--- src/rtl/axis_dma_bram_fsm.sv ---
// axis_dma_bram_fsm: receives a fixed-size AXI-Stream frame into an internal
// BRAM, hands the buffer to a processing core with a start/done handshake,
// then streams the buffer back out with TLAST and returns to idle.
// Optional build macro AXIS_DMA_AUTO_DONE_EN: when defined, an internal done
// fires one cycle after proc_start (OR'd with proc_done) for standalone loopback.
module axis_dma_bram_fsm #(
  parameter int DATA_WIDTH = 32,
  parameter int length     = 16
) (
  input  logic                  clk,
  input  logic                  areset,
  input  logic                  start_process,
  input  logic [DATA_WIDTH-1:0] s_axis_tdata,
  input  logic                  s_axis_tlast,
  input  logic                  s_axis_tvalid,
  output logic                  s_axis_tready,
  output logic [DATA_WIDTH-1:0] m_axis_tdata,
  output logic                  m_axis_tlast,
  output logic                  m_axis_tvalid,
  input  logic                  m_axis_tready,
  output logic                  proc_start,
  input  logic                  proc_done
);

  localparam int NUM_IN = 3 * length;
  localparam int ADDR_W = (NUM_IN > 1) ? $clog2(NUM_IN) : 1;
  localparam int CNT_W  = $clog2(NUM_IN + 1);
  localparam logic [ADDR_W-1:0] LAST_IDX = ADDR_W'(NUM_IN - 1);
  localparam logic [CNT_W-1:0]  NUM_IN_C = CNT_W'(NUM_IN);

  typedef enum logic [1:0] {S_IDLE, S_RX, S_PROCESS, S_TX} state_t;

  state_t                state;
  logic [DATA_WIDTH-1:0] mem [NUM_IN];
  logic [ADDR_W-1:0]     wr_ptr;
  logic [CNT_W-1:0]      count;
  logic [CNT_W-1:0]      rd_addr;
  logic [ADDR_W-1:0]     rd_idx;

  // BRAM read stage: data appears one cycle after rd_addr is presented
  logic [DATA_WIDTH-1:0] rd_data_p1;
  logic                  rd_vld_p1;
  logic                  rd_last_p1;

  // Skid slot behind the output register, absorbs the read in flight on a stall
  logic [DATA_WIDTH-1:0] sk_data;
  logic                  sk_vld;
  logic                  sk_last;

  logic       wr_en;
  logic       pop;
  logic       issue;
  logic       done_any;
  logic [1:0] occ;

  assign wr_en = (state == S_RX) && s_axis_tvalid && s_axis_tready;
  assign pop   = m_axis_tvalid && m_axis_tready;

  // Words held or in flight once this cycle's pop is taken; a new read is
  // issued only if it is guaranteed a slot (output reg + skid = 2 entries).
  assign occ   = {1'b0, m_axis_tvalid} + {1'b0, sk_vld} + {1'b0, rd_vld_p1} - {1'b0, pop};
  assign issue = (state == S_TX) && (rd_addr < count) && (occ <= 2'd1);

  // Keep the read index in range once rd_addr has run past the last word
  assign rd_idx = (rd_addr < NUM_IN_C) ? rd_addr[ADDR_W-1:0] : '0;

`ifdef AXIS_DMA_AUTO_DONE_EN
  logic auto_done;

  // Self-generated completion one cycle after proc_start for loopback use
  always_ff @(posedge clk) begin
    if (areset) auto_done <= 1'b0;
    else        auto_done <= proc_start;
  end

  assign done_any = proc_done | auto_done;
`else
  assign done_any = proc_done;
`endif

  // Frame buffer: write port fed by the input stream, synchronous read port
  always_ff @(posedge clk) begin
    if (wr_en) mem[wr_ptr] <= s_axis_tdata;
    rd_data_p1 <= mem[rd_idx];
  end

  // Control FSM with registered handshake outputs and the output queue
  always_ff @(posedge clk) begin
    if (areset) begin
      state         <= S_IDLE;
      wr_ptr        <= '0;
      count         <= '0;
      rd_addr       <= '0;
      rd_vld_p1     <= 1'b0;
      rd_last_p1    <= 1'b0;
      sk_vld        <= 1'b0;
      sk_last       <= 1'b0;
      s_axis_tready <= 1'b0;
      m_axis_tvalid <= 1'b0;
      m_axis_tlast  <= 1'b0;
      m_axis_tdata  <= '0;
      proc_start    <= 1'b0;
    end else begin
      proc_start <= 1'b0;
      case (state)
        S_IDLE: begin
          wr_ptr        <= '0;
          rd_addr       <= '0;
          rd_vld_p1     <= 1'b0;
          sk_vld        <= 1'b0;
          m_axis_tvalid <= 1'b0;
          m_axis_tlast  <= 1'b0;
          if (start_process) begin
            state         <= S_RX;
            s_axis_tready <= 1'b1;
          end
        end

        S_RX: begin
          if (wr_en) begin
            if ((wr_ptr == LAST_IDX) || s_axis_tlast) begin
              count         <= CNT_W'(wr_ptr) + CNT_W'(1);
              s_axis_tready <= 1'b0;
              proc_start    <= 1'b1;
              state         <= S_PROCESS;
            end else begin
              wr_ptr <= wr_ptr + ADDR_W'(1);
            end
          end
        end

        S_PROCESS: begin
          // rd_addr sits at 0 here, so word 0 is already being read; count it
          // as the first issued read to save a cycle of TX latency.
          if (done_any) begin
            state      <= S_TX;
            rd_vld_p1  <= 1'b1;
            rd_last_p1 <= (count == CNT_W'(1));
            rd_addr    <= CNT_W'(1);
          end
        end

        S_TX: begin
          rd_vld_p1 <= issue;
          if (issue) begin
            rd_addr    <= rd_addr + CNT_W'(1);
            rd_last_p1 <= (rd_addr == count - CNT_W'(1));
          end

          if (m_axis_tvalid && !pop) begin
            // Stalled: hold the output word, park any arriving read in the skid
            if (rd_vld_p1 && !sk_vld) begin
              sk_data <= rd_data_p1;
              sk_last <= rd_last_p1;
              sk_vld  <= 1'b1;
            end
          end else if (sk_vld) begin
            m_axis_tdata  <= sk_data;
            m_axis_tlast  <= sk_last;
            m_axis_tvalid <= 1'b1;
            sk_data       <= rd_data_p1;
            sk_last       <= rd_last_p1;
            sk_vld        <= rd_vld_p1;
          end else if (rd_vld_p1) begin
            m_axis_tdata  <= rd_data_p1;
            m_axis_tlast  <= rd_last_p1;
            m_axis_tvalid <= 1'b1;
          end else begin
            m_axis_tvalid <= 1'b0;
            m_axis_tlast  <= 1'b0;
          end

          if (pop && m_axis_tlast) begin
            state         <= S_IDLE;
            m_axis_tvalid <= 1'b0;
            m_axis_tlast  <= 1'b0;
            sk_vld        <= 1'b0;
            rd_vld_p1     <= 1'b0;
          end
        end

        default: state <= S_IDLE;
      endcase
    end
  end

endmodule

--- config.mk ---
export PLATFORM = sky130hd
export DESIGN_NAME = axis_dma_bram_fsm
export DESIGN_NICKNAME = d
export VERILOG_FILES = /design/src/rtl/axis_dma_bram_fsm.sv
export SDC_FILE = /design/constraint.sdc
export NUM_CORES = 2
export LEC_CHECK = 0
export CORE_MARGIN = 1
export CORE_UTILIZATION = 30
export CTS_BUF_LIST = sky130_fd_sc_hd__clkbuf_4 sky130_fd_sc_hd__clkbuf_8
export CTS_CLUSTER_DIAMETER = 200
export CTS_CLUSTER_SIZE = 25
export DETAILED_ROUTE_END_ITERATION = 7
export PLACE_DENSITY = 0.52
export SLEW_MARGIN = 20
export SYNTH_ARGS = -nofsm -noshare
export SYNTH_HDL_FRONTEND = slang
export SYNTH_SLANG_ARGS = --single-unit
export TNS_END_PERCENT = 1
--- constraint.sdc ---
create_clock -name clk -period 3.9 [get_ports clk]
set_clock_uncertainty 0.2 [all_clocks]
set_input_delay 0.78 -clock clk [delete_from_list [all_inputs] [get_ports clk]]
set_output_delay 0.78 -clock clk [all_outputs]
set_load 0.03 [all_outputs]
# --- Word level (Yosys, flattened, before mapping) ---
# Memory sizes are Yosys's and may differ from the RTL's. A register that Yosys moved wholly into a read port is not among the register bits.
# Cells that the tools add are included.
word_totals:
  output_inout_bits: 36
  wordCells: 124
  input_bits: 39
  mem_count: 1
  register_bits: 92
  ramBits: 1536
op_classes:
  n_lt_le_gt_ge: 3
  n_eq_ne: 16
  n_addsub: 6
  n_bitwise: 4
  muxes: 49
  n_reduce_logical: 31
memory_table:
  columns: ["name", "depth", "width", "read_ports", "rd_ports_with_merged_regs", "wr", "line", "text"]
  rows:
  - ["mem", 48, 32, 1, 1, 1, "34", "logic [DATA_WIDTH-1:0] mem [NUM_IN];"]
ops:
  columns: ["operator", "count"]
  rows:
  - ["32-bit two-way mux", 5]
  - ["6-bit two-way mux", 5]
  - ["1-bit two-way mux", 25]
  - ["6-bit case mux with 3 select lines", 1]
  - ["3-bit AND reduction", 6]
  - ["6-bit by 1-bit adder with 6-bit output, second input constant", 2]
  - ["6-bit case mux with 2 select lines", 1]
  - ["2-bit two-way mux", 5]
  - ["2-bit inequality test, second input constant", 5]
  - ["1-bit case mux with 2 select lines", 5]
  - ["2-bit nonzero test", 5]
  - ["1-bit logical AND", 8]
  - ["2-bit case mux with 4 select lines", 1]
  - ["4-bit AND reduction", 2]
  - ["6-bit by 1-bit == test with 1-bit output, second input constant", 1]
  - ["6-bit == test", 1]
  - ["6-bit == test, second input constant", 1]
  - ["6-bit < comparator", 1]
  - ["6-bit < comparator, second input constant", 1]
  - ["2-bit by 1-bit inequality test with 1-bit output, second input constant", 3]
  - ["2-bit AND reduction", 3]
  - ["6-bit by 1-bit subtractor with 6-bit output, second input constant", 1]
  - ["5-bit AND reduction", 1]
  - ["2-bit == test, second input constant", 2]
  - ["other kinds (14)", 18]

# --- Longest topological paths before layout ---
depth:
  word_depth: 7
  ltp_mapped: 12
  ltp_nobuf: 10

# --- Least setup slack after synthesis ---
# OpenSTA, ideal clock, no wires.
synth_path:
  path_kind: "input to register"
  start: "in s_axis_tvalid"
  end: "mem mem[11][0] (enable)"
  setup_ps: 421
  required_time_ps: 3279
  arrival_ps: 2685
  setup_slack_ps: 593
  cell_stages: 4
  cell_sequence: "and3_1 -> clkbuf_1 -> nand3_1 -> nor2_1"
synth_between:
  elab_chain_len: 4
synth_rtl:
  columns: ["element", "line", "text"]
  rows:
  - ["start: declaration", "15", "input logic s_axis_tvalid,"]
  - ["1-bit logical AND (2 in a row)", "56", "assign wr_en = (state == S_RX) && s_axis_tvalid && s_axis_tready;"]
  - ["1-bit two-way mux", "83", "if (wr_en) mem[wr_ptr] <= s_axis_tdata;"]
  - ["1-bit two-way mux (not written as such)", "83", null]
  - ["end: declaration", "34", null]
# No other way between the ends.

# --- Worst setup path after layout ---
layout_path:
  start: "reg rd_addr[0]"
  end: "reg rd_data_p1[14] (read register of mem)"
layout_between:
  elab_chain_len: 2
layout_rtl:
  columns: ["element", "line", "text"]
  rows:
  - ["start: declaration", "37", "logic [CNT_W-1:0] rd_addr;"]
  - ["start signal: assignment", "146", "rd_addr <= rd_addr + CNT_W'(1);"]
  - ["6-bit < comparator", "65", "assign rd_idx = (rd_addr < NUM_IN_C) ? rd_addr[ADDR_W-1:0] : '0;"]
  - ["6-bit two-way mux (*)", "65", null]
  - ["end: declaration", "41", "logic [DATA_WIDTH-1:0] rd_data_p1;"]
# Every way passes the cells marked *; elsewhere a longest branch is shown, timed or not.
# A chain may end at the register's enable or synchronous reset.

==> metrics.yaml <==
yosys:
  synth_flop_cell: "edfxtp_1"
  synth_area_leaders: "edfxtp_1, mux2_2, a21oi_1"
  yosysWarnings: 0
  synth-xor-area-share: 0.00159
  async_flop_share: 0
  synthSimpleGateAreaFrac: 0.0478
  synth_top_family_by_area: "compound AO/OA/AOI/OAI gates"
  synth_edf_count: 1568
  yosysTopAreaCell: "edfxtp_1"
  ys_types: 73
  synth_compound_area_frac: 0.116
  synthCells: 4223
  synth_area_sq_mm: 0.0662
  netlist.area_leader.share: 0.711
  synth_seq_cells: 1660
  synthAdderAreaFrac: 0.00302
  syn_area_per_cell_sq_um: 15.7
  yosys-mux-area-fraction: 0.0691
  seq_area_frac_synth: 0.739
  syn_nets: 4278
detailed_routing:
  wl_mm: 203
  first_pass_iters: 7
  drc: 0
  drt_iter0_markers: 4267
  viasPerCell: 5.38
  antenna_left: 0
  wire_per_inst_um: 28.0
  vias: 39100
place:
  dpl.hpwl_mm: 123
  place_congestion: 0.827
  placedCellCount: 7109
  place.port_buffers: 74
global_routing:
  grt_pass1_wl_mm: 286
  grt-ovfl-total: 0
  antenna_found_initial: 21
  grt_max_degree: 117
  grt_pass1_vias: 37500
  track_usage: 0.178
critical_path:
  cp.required_ns: 4.52
  slowest_stage: "a2111oi_0"
  r2r_setup_slack_ns: 0.40
  path_cells: "buf_12, buf_4, nor2_1, a21oi_1, o221ai_1, a22o_1, a2111oi_0, buf_4, a221o_1"
  worst-path-buf-inv: 3
  path_class: "register to register"
  path_delay_family: "compound AO/OA/AOI/OAI gates"
  end_kind: "register"
  arrival_ns: 4.11
  cpMostUsedCell: "buf_4"
  path_max_fanout: 43
  setup.worst_path.start_class: "register"
  slowest_delay_ns: 0.74
layout:
  area_delta_synth_final_pct: 11.3
  layoutNonFillerInstCount: 7257
  layout_common_cells: "edfxtp_1, a21oi_1, nor2_1"
  nNetsFinal: 4372
  final_common_cell: "edfxtp_1"
  drive_gt1_frac: 0.164
pwr:
  p_seq_frac: 0.626
  p_sw_mw: 8.17
  power_frac_comb: 0.128
  peakVddDrop_mv: 0.276
  p_int_mw: 23.6
  power.share.clock: 0.246
  power_per_cell_area_mw_per_mm2: 431
  cellLeakagePower_nw: 22.1
  p_sw_frac: 0.257
outcome:
  status: "completed"
clock_network:
  clockBufferDepth: 3
  clk_latency_ns: 0.93
  cts_buffers: 76
  cts-root-buf: "clkbuf_8"
  cts_hold_buf: 0
  cts_setup_buffers: 0
  cts_resized: 0
  path_clk_slew_ns: 0.16
  h-tree-depth: 3
  cts_tree: "done"
  cts.sinks: 1660
die:
  dieArea_sq_mm: 0.223
  ios: 75
  die_w_um: 472
  core_sq_mm: 0.220
  die_y_um: 472
  row_count: 172
  initial_core_util: 0.302
job:
  maxCapViolations: 0
timing:
  relSlewSlack: 0.295
  worstMarginPinSlew_ns: 1.06
  fmax_mhz: 286
  rsz0062_at_grt: "no"
  slew_violations: 0
  setup_viol: 0
  min_period_ns: 3.50
  period_share: 0.896
  finalSetupTns_ns: 0
  hold_viol_final: 0
hold_path:
  hold_path.class: "primary input to register"
## flip-flops by register name, indices dropped and copies added (netlist names)
| register | flops |
|---|---|
| s_axis_tready | 1 |
| proc_start | 1 |
| m_axis_tdata | 32 |
| wr_ptr | 6 |
| state | 2 |
| sk_data | 32 |
| rd_data_p1 | 32 |
| sk_vld | 1 |
| count | 6 |
| sk_last | 1 |
| m_axis_tvalid | 1 |
| rd_vld_p1 | 1 |
| m_axis_tlast | 1 |
| mem | 1536 |
| rd_last_p1 | 1 |
| rd_addr | 6 |
## cells in the mapped netlist, drive strengths merged, types with 17 or more instances
| library cell | n |
|---|---|
| edfxtp | 1568 |
| a21oi | 370 |
| nor2 | 321 |
| mux2 | 177 |
| mux2i | 170 |
| buf | 165 |
| nand2 | 157 |
| clkbuf | 151 |
| o21ai | 131 |
| a221oi | 100 |
| dfxtp | 92 |
| o221ai | 78 |
| a211oi | 64 |
| a221o | 52 |
| o22ai | 50 |
| a22oi | 46 |
| and2 | 40 |
| mux4 | 39 |
| a31oi | 36 |
| nand2b | 36 |
| o2bb2ai | 32 |
| nand3 | 29 |
| nor2b | 29 |
| a32oi | 28 |
| o211ai | 24 |
| nand4 | 19 |
| o31ai | 18 |
| and3b | 17 |
## per-layer routing
layer,global-route usage,up-vias,part of all wire
met3,0.0247,207,0.069
met1,0.257,20600,0.45
li1,-,16900,-
met5,0,-,0.00029
met2,0.281,1396,0.46
met4,0.0423,10,0.021
## power by group through the flow
stage / sequential (mW) / clock, mW / combinational, mW
2_1_floorplan: 20.1 / 0 / 2.50
3_3_place_gp: 20.3 / 0 / 4.04
3_5_place_dp: 20.3 / 0 / 4.06
4_1_cts: 19.9 / 8.01 / 4.07
5_1_grt: 19.9 / 8.53 / 4.34
6_report: 19.9 / 7.80 / 4.08
## logic make-up (layout without fill, tap and decap cells)
kind of cell             after synthesis  in the layout
flip-flops                          1660           1660
AO/OA/AOI/OAI                       1125           1125
AND/OR/NAND/NOR                      691            691
multiplexers                         386            386
buffers and inverters                333            488
adder cells (fa/ha/maj)               16             16
XOR/XNOR                              12             12
other                                  0              8
## through the flow
| step | util | area [sq um] | worst slack, ns | power, mW | hold slack, ns |
|---|---|---|---|---|---|
| CTS | 0.335 | 73600 | 0.356 | 32.0 | 0.00697 |
| floorplan | - | 66200 | 0.593 | 22.6 | 0.208 |
| global placement | 0.328 | 72100 | 0.0531 | 24.3 | 0.222 |
| global route | 0.336 | 73600 | 0.274 | 32.8 | 0.0919 |
| finish | 0.336 | 73700 | 0.405 | 31.8 | 0.0870 |
| detailed placement | 0.328 | 72100 | 0.171 | 24.3 | 0.225 |
## path summary, 6_finish.rpt
path	startpoint	endpoint	depth (start not counted)
max	rd_addr[0]$_SDFFE_PP0P_	rd_data_p1[14]$_DFF_P_	9
min	areset	m_axis_tvalid$_SDFFE_PP0P_	2
max reg2reg	rd_addr[0]$_SDFFE_PP0P_	rd_data_p1[14]$_DFF_P_	9
min reg2reg	rd_data_p1[24]$_DFF_P_	sk_data[24]$_DFFE_PP_	0
## final cells by class
cell class | count | area (sq um)
multi-input combinational | 2230 | 16200
fill | 21100 | 146000
tap | 2871 | 3590
sequential | 1660 | 48900
inverter | 17 | 63.8
timing repair buffer | 332 | 3300
antenna | 8 | 20.0
clock buffer | 137 | 1520
clock inverter | 2 | 23.8
(Power assumes the default switching activity.)
